## src/rtl/spi_pkg.sv

```systemverilog
// spi_pkg: shared constants and FSM state type
// for the scheduled SPI master.
package spi_pkg;

  localparam int SPI_BITS = 8;

  typedef enum logic [2:0] {
    ST_IDLE,
    ST_ASSERT,
    ST_SCK_HI,
    ST_SCK_LO,
    ST_FINISH,
    ST_GAP
  } state_t;

endpackage

```

## src/rtl/spi_rr_arb.sv

```systemverilog
// spi_rr_arb: round-robin arbiter, search starts after last.
// Ports: req (requests), last (last winner), win (one-hot), valid.
module spi_rr_arb
  import spi_pkg::*;
#(
  parameter int NREQ = 2,
  parameter int IW   = 1
) (
  input  logic [NREQ-1:0] req,
  input  logic [IW-1:0]   last,
  output logic [NREQ-1:0] win,
  output logic            valid
);

  logic [IW-1:0] idx;

  always_comb begin
    win   = '0;
    valid = 1'b0;
    idx   = '0;
    for (int k = 1; k <= NREQ; k++) begin
      idx = IW'((int'(last) + k) % NREQ);
      if (!valid && req[idx]) begin
        win[idx] = 1'b1;
        valid    = 1'b1;
      end
    end
  end

endmodule

```

## src/rtl/spi_master_sched.sv

```systemverilog
// spi_master_sched: mode-0 SPI master shared by NREQ requesters.
// Ports: CLK, RST_N, REQ, TXDATA in; GNT, DONE, RXDATA, BUSY,
// CS, SCK, MOSI out; MISO in. All outputs registered.
module spi_master_sched
  import spi_pkg::*;
#(
  parameter int HALF = 2,
  parameter int NREQ = 2
) (
  input  logic              CLK,
  input  logic              RST_N,
  input  logic [NREQ-1:0]   REQ,
  input  logic [8*NREQ-1:0] TXDATA,
  output logic [NREQ-1:0]   GNT,
  output logic [NREQ-1:0]   DONE,
  output logic [7:0]        RXDATA,
  output logic              BUSY,
  output logic [NREQ-1:0]   CS,
  output logic              SCK,
  output logic              MOSI,
  input  logic              MISO
);

  localparam int CW = $clog2(HALF + 1);
  localparam int IW = (NREQ > 1) ? $clog2(NREQ) : 1;

  state_t              st;
  logic [CW-1:0]       cnt;
  logic [2:0]          n;
  logic [SPI_BITS-1:0] tx;
  logic [SPI_BITS-1:0] rx;
  logic [NREQ-1:0]     sel;
  logic [IW-1:0]       last;

  logic [NREQ-1:0]     win;
  logic                win_ok;
  logic [IW-1:0]       win_idx;
  logic [7:0]          win_tx;
  logic                tick;
  logic                arb_pt;

  spi_rr_arb #(
    .NREQ (NREQ),
    .IW   (IW)
  ) u_arb (
    .req   (REQ),
    .last  (last),
    .win   (win),
    .valid (win_ok)
  );

  always_comb begin
    win_idx = '0;
    win_tx  = '0;
    for (int i = 0; i < NREQ; i++) begin
      if (win[i]) begin
        win_idx = IW'(i);
        win_tx  = TXDATA[i*8 +: 8];
      end
    end
  end

  // Last cycle of the current half-period.
  assign tick   = (cnt == CW'(HALF - 1));
  // REQ only matters in IDLE or the final GAP cycle.
  assign arb_pt = (st == ST_IDLE) || (st == ST_GAP && tick);

  always_ff @(posedge CLK or negedge RST_N) begin
    if (!RST_N) begin
      st     <= ST_IDLE;
      cnt    <= '0;
      n      <= '0;
      tx     <= '0;
      rx     <= '0;
      sel    <= '0;
      last   <= IW'(NREQ - 1);
      GNT    <= '0;
      DONE   <= '0;
      RXDATA <= '0;
      BUSY   <= 1'b0;
      CS     <= '1;
      SCK    <= 1'b0;
      MOSI   <= 1'b0;
    end else begin
      GNT  <= '0;
      DONE <= '0;
      if (arb_pt && win_ok) begin
        st   <= ST_ASSERT;
        cnt  <= '0;
        n    <= '0;
        GNT  <= win;
        sel  <= win;
        CS   <= ~win;
        tx   <= win_tx;
        MOSI <= win_tx[0];
        BUSY <= 1'b1;
        last <= win_idx;
      end else if (st != ST_IDLE) begin
        if (!tick) begin
          cnt <= cnt + CW'(1);
        end else begin
          cnt <= '0;
          unique case (st)
            ST_ASSERT, ST_SCK_LO: begin
              st    <= ST_SCK_HI;
              SCK   <= 1'b1;
              rx[n] <= MISO;
            end
            ST_SCK_HI: begin
              SCK <= 1'b0;
              if (n == 3'(SPI_BITS - 1)) begin
                st <= ST_FINISH;
              end else begin
                st   <= ST_SCK_LO;
                n    <= n + 3'd1;
                MOSI <= tx[n + 3'd1];
              end
            end
            ST_FINISH: begin
              st     <= ST_GAP;
              CS     <= '1;
              DONE   <= sel;
              RXDATA <= rx;
            end
            ST_GAP: begin
              st   <= ST_IDLE;
              BUSY <= 1'b0;
            end
            default: st <= ST_IDLE;
          endcase
        end
      end
    end
  end

endmodule

```

## config.mk

```make
export PLATFORM = sky130hd
export DESIGN_NAME = spi_master_sched
export DESIGN_NICKNAME = d
export VERILOG_FILES = /design/src/rtl/spi_pkg.sv /design/src/rtl/spi_rr_arb.sv /design/src/rtl/spi_master_sched.sv
export SDC_FILE = /design/constraint.sdc
export NUM_CORES = 1
export LEC_CHECK = 0
export ABC_AREA = 1
export BUFFER_PORTS_ARGS = -buffer_cell sky130_fd_sc_hd__buf_2
export CAP_MARGIN = 25
export CORE_ASPECT_RATIO = 1.4
export CORE_MARGIN = 10
export CORE_UTILIZATION = 37
export CTS_BUF_LIST = sky130_fd_sc_hd__clkbuf_8
export CTS_CLUSTER_DIAMETER = 80
export DETAILED_ROUTE_END_ITERATION = 8
export PLACE_DENSITY = 0.7
export SYNTH_ARGS = -nofsm -noshare
export SYNTH_HDL_FRONTEND = slang
export SYNTH_SLANG_ARGS = --single-unit
```

## constraint.sdc

```tcl
create_clock -name CLK -period 1.6 [get_ports CLK]
set_clock_uncertainty 0.1 [all_clocks]
set_input_delay 0.16 -clock CLK [delete_from_list [all_inputs] [get_ports CLK]]
set_output_delay 0.16 -clock CLK [all_outputs]
set_load 0.005 [all_outputs]
```

# After elaboration in Yosys (flattened, before gate mapping)
# Index checks and enable logic that the tools add are counted.
dict set report classes {
  addsub 4
  order_cmp 7
  n_eq_ne 8
  n_mux 52
  bitwise 3
  reduce_logical 24
}
# operator n
set op_table {}
lappend op_table {{2-bit two-way mux} 14}
lappend op_table {{3-bit two-way mux} 9}
lappend op_table {{1-bit two-way mux} 20}
lappend op_table {{8-bit two-way mux} 2}
lappend op_table {{4-bit AND reduction} 4}
lappend op_table {{2-bit nonzero test} 6}
lappend op_table {{3-bit == test (second input constant)} 3}
lappend op_table {{3-bit one-hot mux with 3 select lines} 1}
lappend op_table {{8-bit bitwise mux} 1}
lappend op_table {{3-bit by 4-bit < comparator with 1-bit output (second input constant)} 2}
lappend op_table {{3-bit by 2-bit == test with 1-bit output (second input constant)} 2}
lappend op_table {{1-bit logical AND} 6}
lappend op_table {{3-bit AND reduction} 2}
lappend op_table {{1-bit by 2-bit < comparator with 1-bit output (second input constant)} 2}
lappend op_table {{3-bit by 1-bit adder with 3-bit output (second input constant)} 1}
lappend op_table {{1-bit binary-select mux with 3-bit select} 1}
lappend op_table {{1-bit demux with 3-bit select} 1}
lappend op_table {{3-bit by 1-bit == test with 1-bit output (second input constant)} 1}
lappend op_table {{3-bit by 1-bit greater-or-equal comparator with 1-bit output (second input constant)} 1}
lappend op_table {{3-bit zero test} 1}
lappend op_table {{3-bit nonzero test} 1}
lappend op_table {{1-bit adder (second input constant)} 2}
lappend op_table {{2-bit by 1-bit adder with 2-bit output (second input constant)} 1}
lappend op_table {{1-bit demux with 1-bit select} 2}
lappend op_table {{11 further kinds} 12}
dict set report totals {
  ff_bits 44
  word_cells 112
}

# Depth between registers and ports, before layout
dict set report logic_depth {
  depth_word 11
  depth_mapped 9
}

# Hierarchy
# A second synthesis with hierarchy kept.
dict set report hier_totals {
  cells_unflattened 236
  hier_area_um2 2065.7
}
# module instances cells_each area_per_inst_um2
set by_module_without_submodules {}
lappend by_module_without_submodules {spi_master_sched 1 230 2039.5}
lappend by_module_without_submodules {spi_rr_arb 1 6 26.3}

# Least setup slack after synthesis
# Ideal clock, no wire load.
dict set report synth_path {
  path_kind {register to register}
  from {register n[1]}
  to {register n[0]}
  arrival_time_ps 1423
  path_slack_ps 12
  stages_incl_launch_ff 8
  path_buffers 0
  synth_period_minus_slack_ps 1588
  path_cell_list {dfrtp_1 > ha_1 > ha_1 > inv_1 > nand4_1 > o31ai_2 > nand2_1 > nand2_1}
}
dict set report synth_via {
  elab_chain_cells 3
}
# item line
set synth_rtl {}
lappend synth_rtl {{from (decl)} spi_master_sched.sv:29} ;# logic [2:0] n;
lappend synth_rtl {{from (signal assigned)} spi_master_sched.sv:115} ;# n <= n + 3'd1;
lappend synth_rtl {{3-bit == test} spi_master_sched.sv:111} ;# if (n == 3'(SPI_BITS - 1)) begin
lappend synth_rtl {{2-bit inequality test (no line)} n/a}
lappend synth_rtl {{4-bit AND reduction (no line)} n/a}
# No other way between the ends.
# A chain may end at the register's enable or synchronous reset.

# Final worst setup path
dict set report layout_path {
  from {register n[0]}
  to {register n[2]}
}
dict set report layout_via {
  elab_chain_cells 6
}
# item line
set layout_rtl {}
lappend layout_rtl {{3-bit by 1-bit adder with 3-bit output} spi_master_sched.sv:115}
lappend layout_rtl {{3-bit two-way mux} spi_master_sched.sv:111}
lappend layout_rtl {{3-bit two-way mux} spi_master_sched.sv:103} ;# unique case (st)
lappend layout_rtl {{3-bit two-way mux} spi_master_sched.sv:99} ;# if (!tick) begin
lappend layout_rtl {{3-bit two-way mux} spi_master_sched.sv:98} ;# end else if (st != ST_IDLE) begin
lappend layout_rtl {{3-bit two-way mux} spi_master_sched.sv:87} ;# if (arb_pt && win_ok) begin
# Several ways; a longest one is shown, not always the timed one. The select of a mux whose other input is x is not followed.

==> metrics list <==
- In this run switching power makes up 39.80% of total power.
* Fraction of registers with async set/reset: 100.0%
- Final number of hold-violating endpoints: 0
* Violation count after the first detailed-route iteration: 140
* Required arrival time at the worst endpoint: 1700 ps
* Total number of yosys warnings: 0
- Dpl cell area: 0.002441 mm^2
- Multi-input gate area: 840.8 um^2
- Least-Margin Pin Slew: 398.0 ps
* Overflow left after global routing: 0
- Of the cells placed in the final design, the portion with a size suffix greater than 1 is 30.98%.
- Clock-pin slew was measured on the worst setup and hold paths at 90 ps.
* Final Cycle Share: 98.05%
- Number of maximum-capacitance violations: 0
* Final routed wire length divided by cell count: 12.43 um
- After synthesis, the netlist uses 30 different library cells.
- Walking the worst path, the cells encountered are ha_2, ha_4, inv_2, nand4_1, buf_4, nand2_4, nand2_4, nand2_1, nand2_1.
* Total design power: 5.139 mW
* Final-stage net count: 319
* Max Freq: 637.4 MHz
* Maximum ir drop on the vdd rail: 0.0008242 V
- Measured against its own limit, the worst slew margin works out to 73.46%.
- Sequential fraction of the synthesis area: 53.52%
- The sequential cells in the finished layout cover a total of 0.001105 mm^2.
- For this run, the leading register cell type out of synthesis is dfrtp_1.
- Total of buffers placed on input and output ports: 37
- STA classifies the critical path startpoint as a flop.
* Initial Utilization: 37.91%
- The number of antenna diodes in the final layout is 0.
- Most frequent cell after synthesis: nand2_1
- Total vias in the final route: 1687
- Setup repair after global routing could not meet its margin everywhere.
- Overall track demand over capacity in global routing: 10.09%
* Largest stage delay on the critical path: 400 ps
* Register-to-register setup slack: 30 ps
* Origin of the worst min-delay path: TXDATA[7]
- Along the worst path, the maximum fanout reaches 4.
- The clock period could shrink to 1569 ps.
* Crit path DAT: 1670 ps
- Antenna violations before repair: 0
- Largest area contributor in the netlist: dfrtp_1
- Mean instance size in the synthesized netlist: 8.785 um^2
- FP Rows: 32
* Worst R2R Start: n[0]
- Counting every instance in the synthesized netlist gives 235.
* Chip Width: 83.13 um
- The worst setup path is captured at a flop.
- Counting flops with a built-in enable in the synthesized netlist gives 0.
- On the critical path, the stage with the largest delay is an instance of dfrtp_1.
- Cell at the root of the clock tree: clkbuf_8
* Biggest area contributors in the synthesized netlist: dfrtp_1, nand2_1, inv_1, o21ai_0, dfstp_2
- The final layout contains routed wiring with a total length of 4537 um.
- Area share of the largest cell type after synthesis: 49.70%
- Maximum number of pins on one net before global-route repair: 45
- Worst Reg2Reg Path Length in Cells: 9
* Post-Synthesis Net Count: 258
- Static leakage power: 1.395 nW
* Number of buffers on the longest clock path: 2
- The path class of the tightest hold or removal check is input port to flop.
- The first global-routing pass estimated 7590 um of wire.
- Final-report setup violation count: 0
- Area added between synthesis and finish: 29.21%
- Once detail routing completed, the nets flagged for antenna violations numbered 0.
- The clock drives 44 sinks.
* Fill cell total of the finished layout: 548
- The HPWL after detailed placement is 3316 um.
- Reg-to-Reg End: n[2]
- Registers are responsible for 35.0% of the overall power.
* Final RePlAce weighted congestion: 0.7952
- In this run, CTS created clock tree buffers numbering 5.
- Along the worst hold path, the cell count comes to 4.
- Power spread over the standard cell area amounts to 1926 mW/mm^2.
- Top-Level Pins: 38
- Per report_power, the combinational group accounts for 48.0% of the total.
- Post-synth top cells: nand2_1, dfrtp_1, inv_1
- Number of pins exceeding their max-slew limit in the final report: 0
* Post-synth design cell area: 0.002064 mm^2
* Result of the run: complete, no violations
* # DRC: 0
- Clock Power Share: 17.0%
- CTS tree: built
- For the worst-skew pair, the clock arrives at the later sink with an insertion delay of 300 ps.
- Summed over all nets, the switching power comes to 2.045 mW.
* Fin Setup TNS: 0 ps
* Router iterations before antenna repair: 4
* Via count of the first global-routing pass: 1752
- In this run the vertical extent of the chip is 108.4 um.
* Final cell area excluding filler cells: 0.002668 mm^2
- Vias per inst: 4.622
- Synthesized flop and latch total: 44
- Total core area: 0.005445 mm^2
* Internal power of the cells: 3.093 mW
* Total Die Area: 0.009010 mm^2
* Worst hold endpoint: tx[7]
- The critical path is of the flop to flop type.
* Clock H-tree levels: 2
kinds of logic after synthesis:
| group | Yosys count | share of synthesized area (%) |
|---|---|---|
| flops | 44 | 53.52 |
| simple gates | 101 | 22.79 |
| fa+ha+maj | 2 | 1.212 |
| compound gates | 45 | 13.70 |
| buf+inv | 43 | 8.788 |
repair_timing:
item	in CTS	in global routing
gates resized for setup	8	7
gates cloned	0	1
endpoints found under the setup margin	12	32
pin swaps	3	8
hold endpoints to repair	44	0
hold buffers	1	0
setup buffers	0	4
layout by cell type, fill, tap and decap left out, drive strengths merged, types with 2 or more instances in the layout:
cell type / instances
clkbuf: 5
dfrtp: 41
clkinvlp: 2
a21oi: 3
dfstp: 3
nand4: 9
ha: 2
o21ai: 33
buf: 57
nand2: 64
inv: 38
nand3: 13
a22o: 7
nor2: 14
power groups by stage:
stage               combinational [mW]  clock, mW  sequential [mW]
floorplan                         1.43          0             1.81
global placement                  2.11          0             1.79
detailed placement                2.18          0             1.81
CTS                               2.27      0.889             1.80
global route                      2.80      0.942             1.86
finish                            2.47      0.876             1.80
flip-flops by register name, indices dropped and copies added, names as in the netlist:
signal	flops
RXDATA	8
rx	8
tx	8
n	3
st	3
CS	2
DONE	2
GNT	2
cnt	2
sel	2
BUSY	1
MOSI	1
SCK	1
last	1
layer usage:
metal | wire [um] | track usage, %
met1 | 2014 | 10.86
met2 | 2256 | 17.98
met3 | 170 | 2.107
met4 | 96 | 5.854
met5 | 0 | 0
worst max-delay path: cells and delay by family (launching register included):
kind	cells	cell delay [ps]
buf+inv	2	240
flops	1	400
simple gates	5	360
fa+ha+maj	2	360
layout make-up:
| cell class | instances | share of cell area [%] |
|---|---|---|
| clock buffers | 5 | 2.580 |
| clock inverters | 3 | 1.735 |
| inverters | 38 | 5.675 |
| multi-input cells | 149 | 31.52 |
| flip-flops and latches | 44 | 41.42 |
| well taps | 68 | 3.189 |
| repair buffers | 58 | 13.88 |
through the flow:
stage               hold WS [ps]  cells  utilization, %  worst slack [ps]
floorplan                 -235.6    235               -             11.53
global placement           49.07    351           44.83             26.64
detailed placement         53.82    351           44.83            -22.15
CTS                        79.35    360           47.61             4.880
global route               81.45    365           48.99            -66.60
finish                     80.94    365           48.99             31.18
worst max path at each step:
stage               from   end  slack (ps)  depth (start not counted)
floorplan           n[1]  n[0]          10                          7
global placement    n[0]  n[1]          30                          7
detailed placement  n[0]  n[1]         -20                          7
CTS                 n[1]  MOSI           5                          9
global route        n[0]  n[2]         -70                          9
finish              n[0]  n[2]          30                          9
Note: power is estimated with default switching activity, not from simulation.
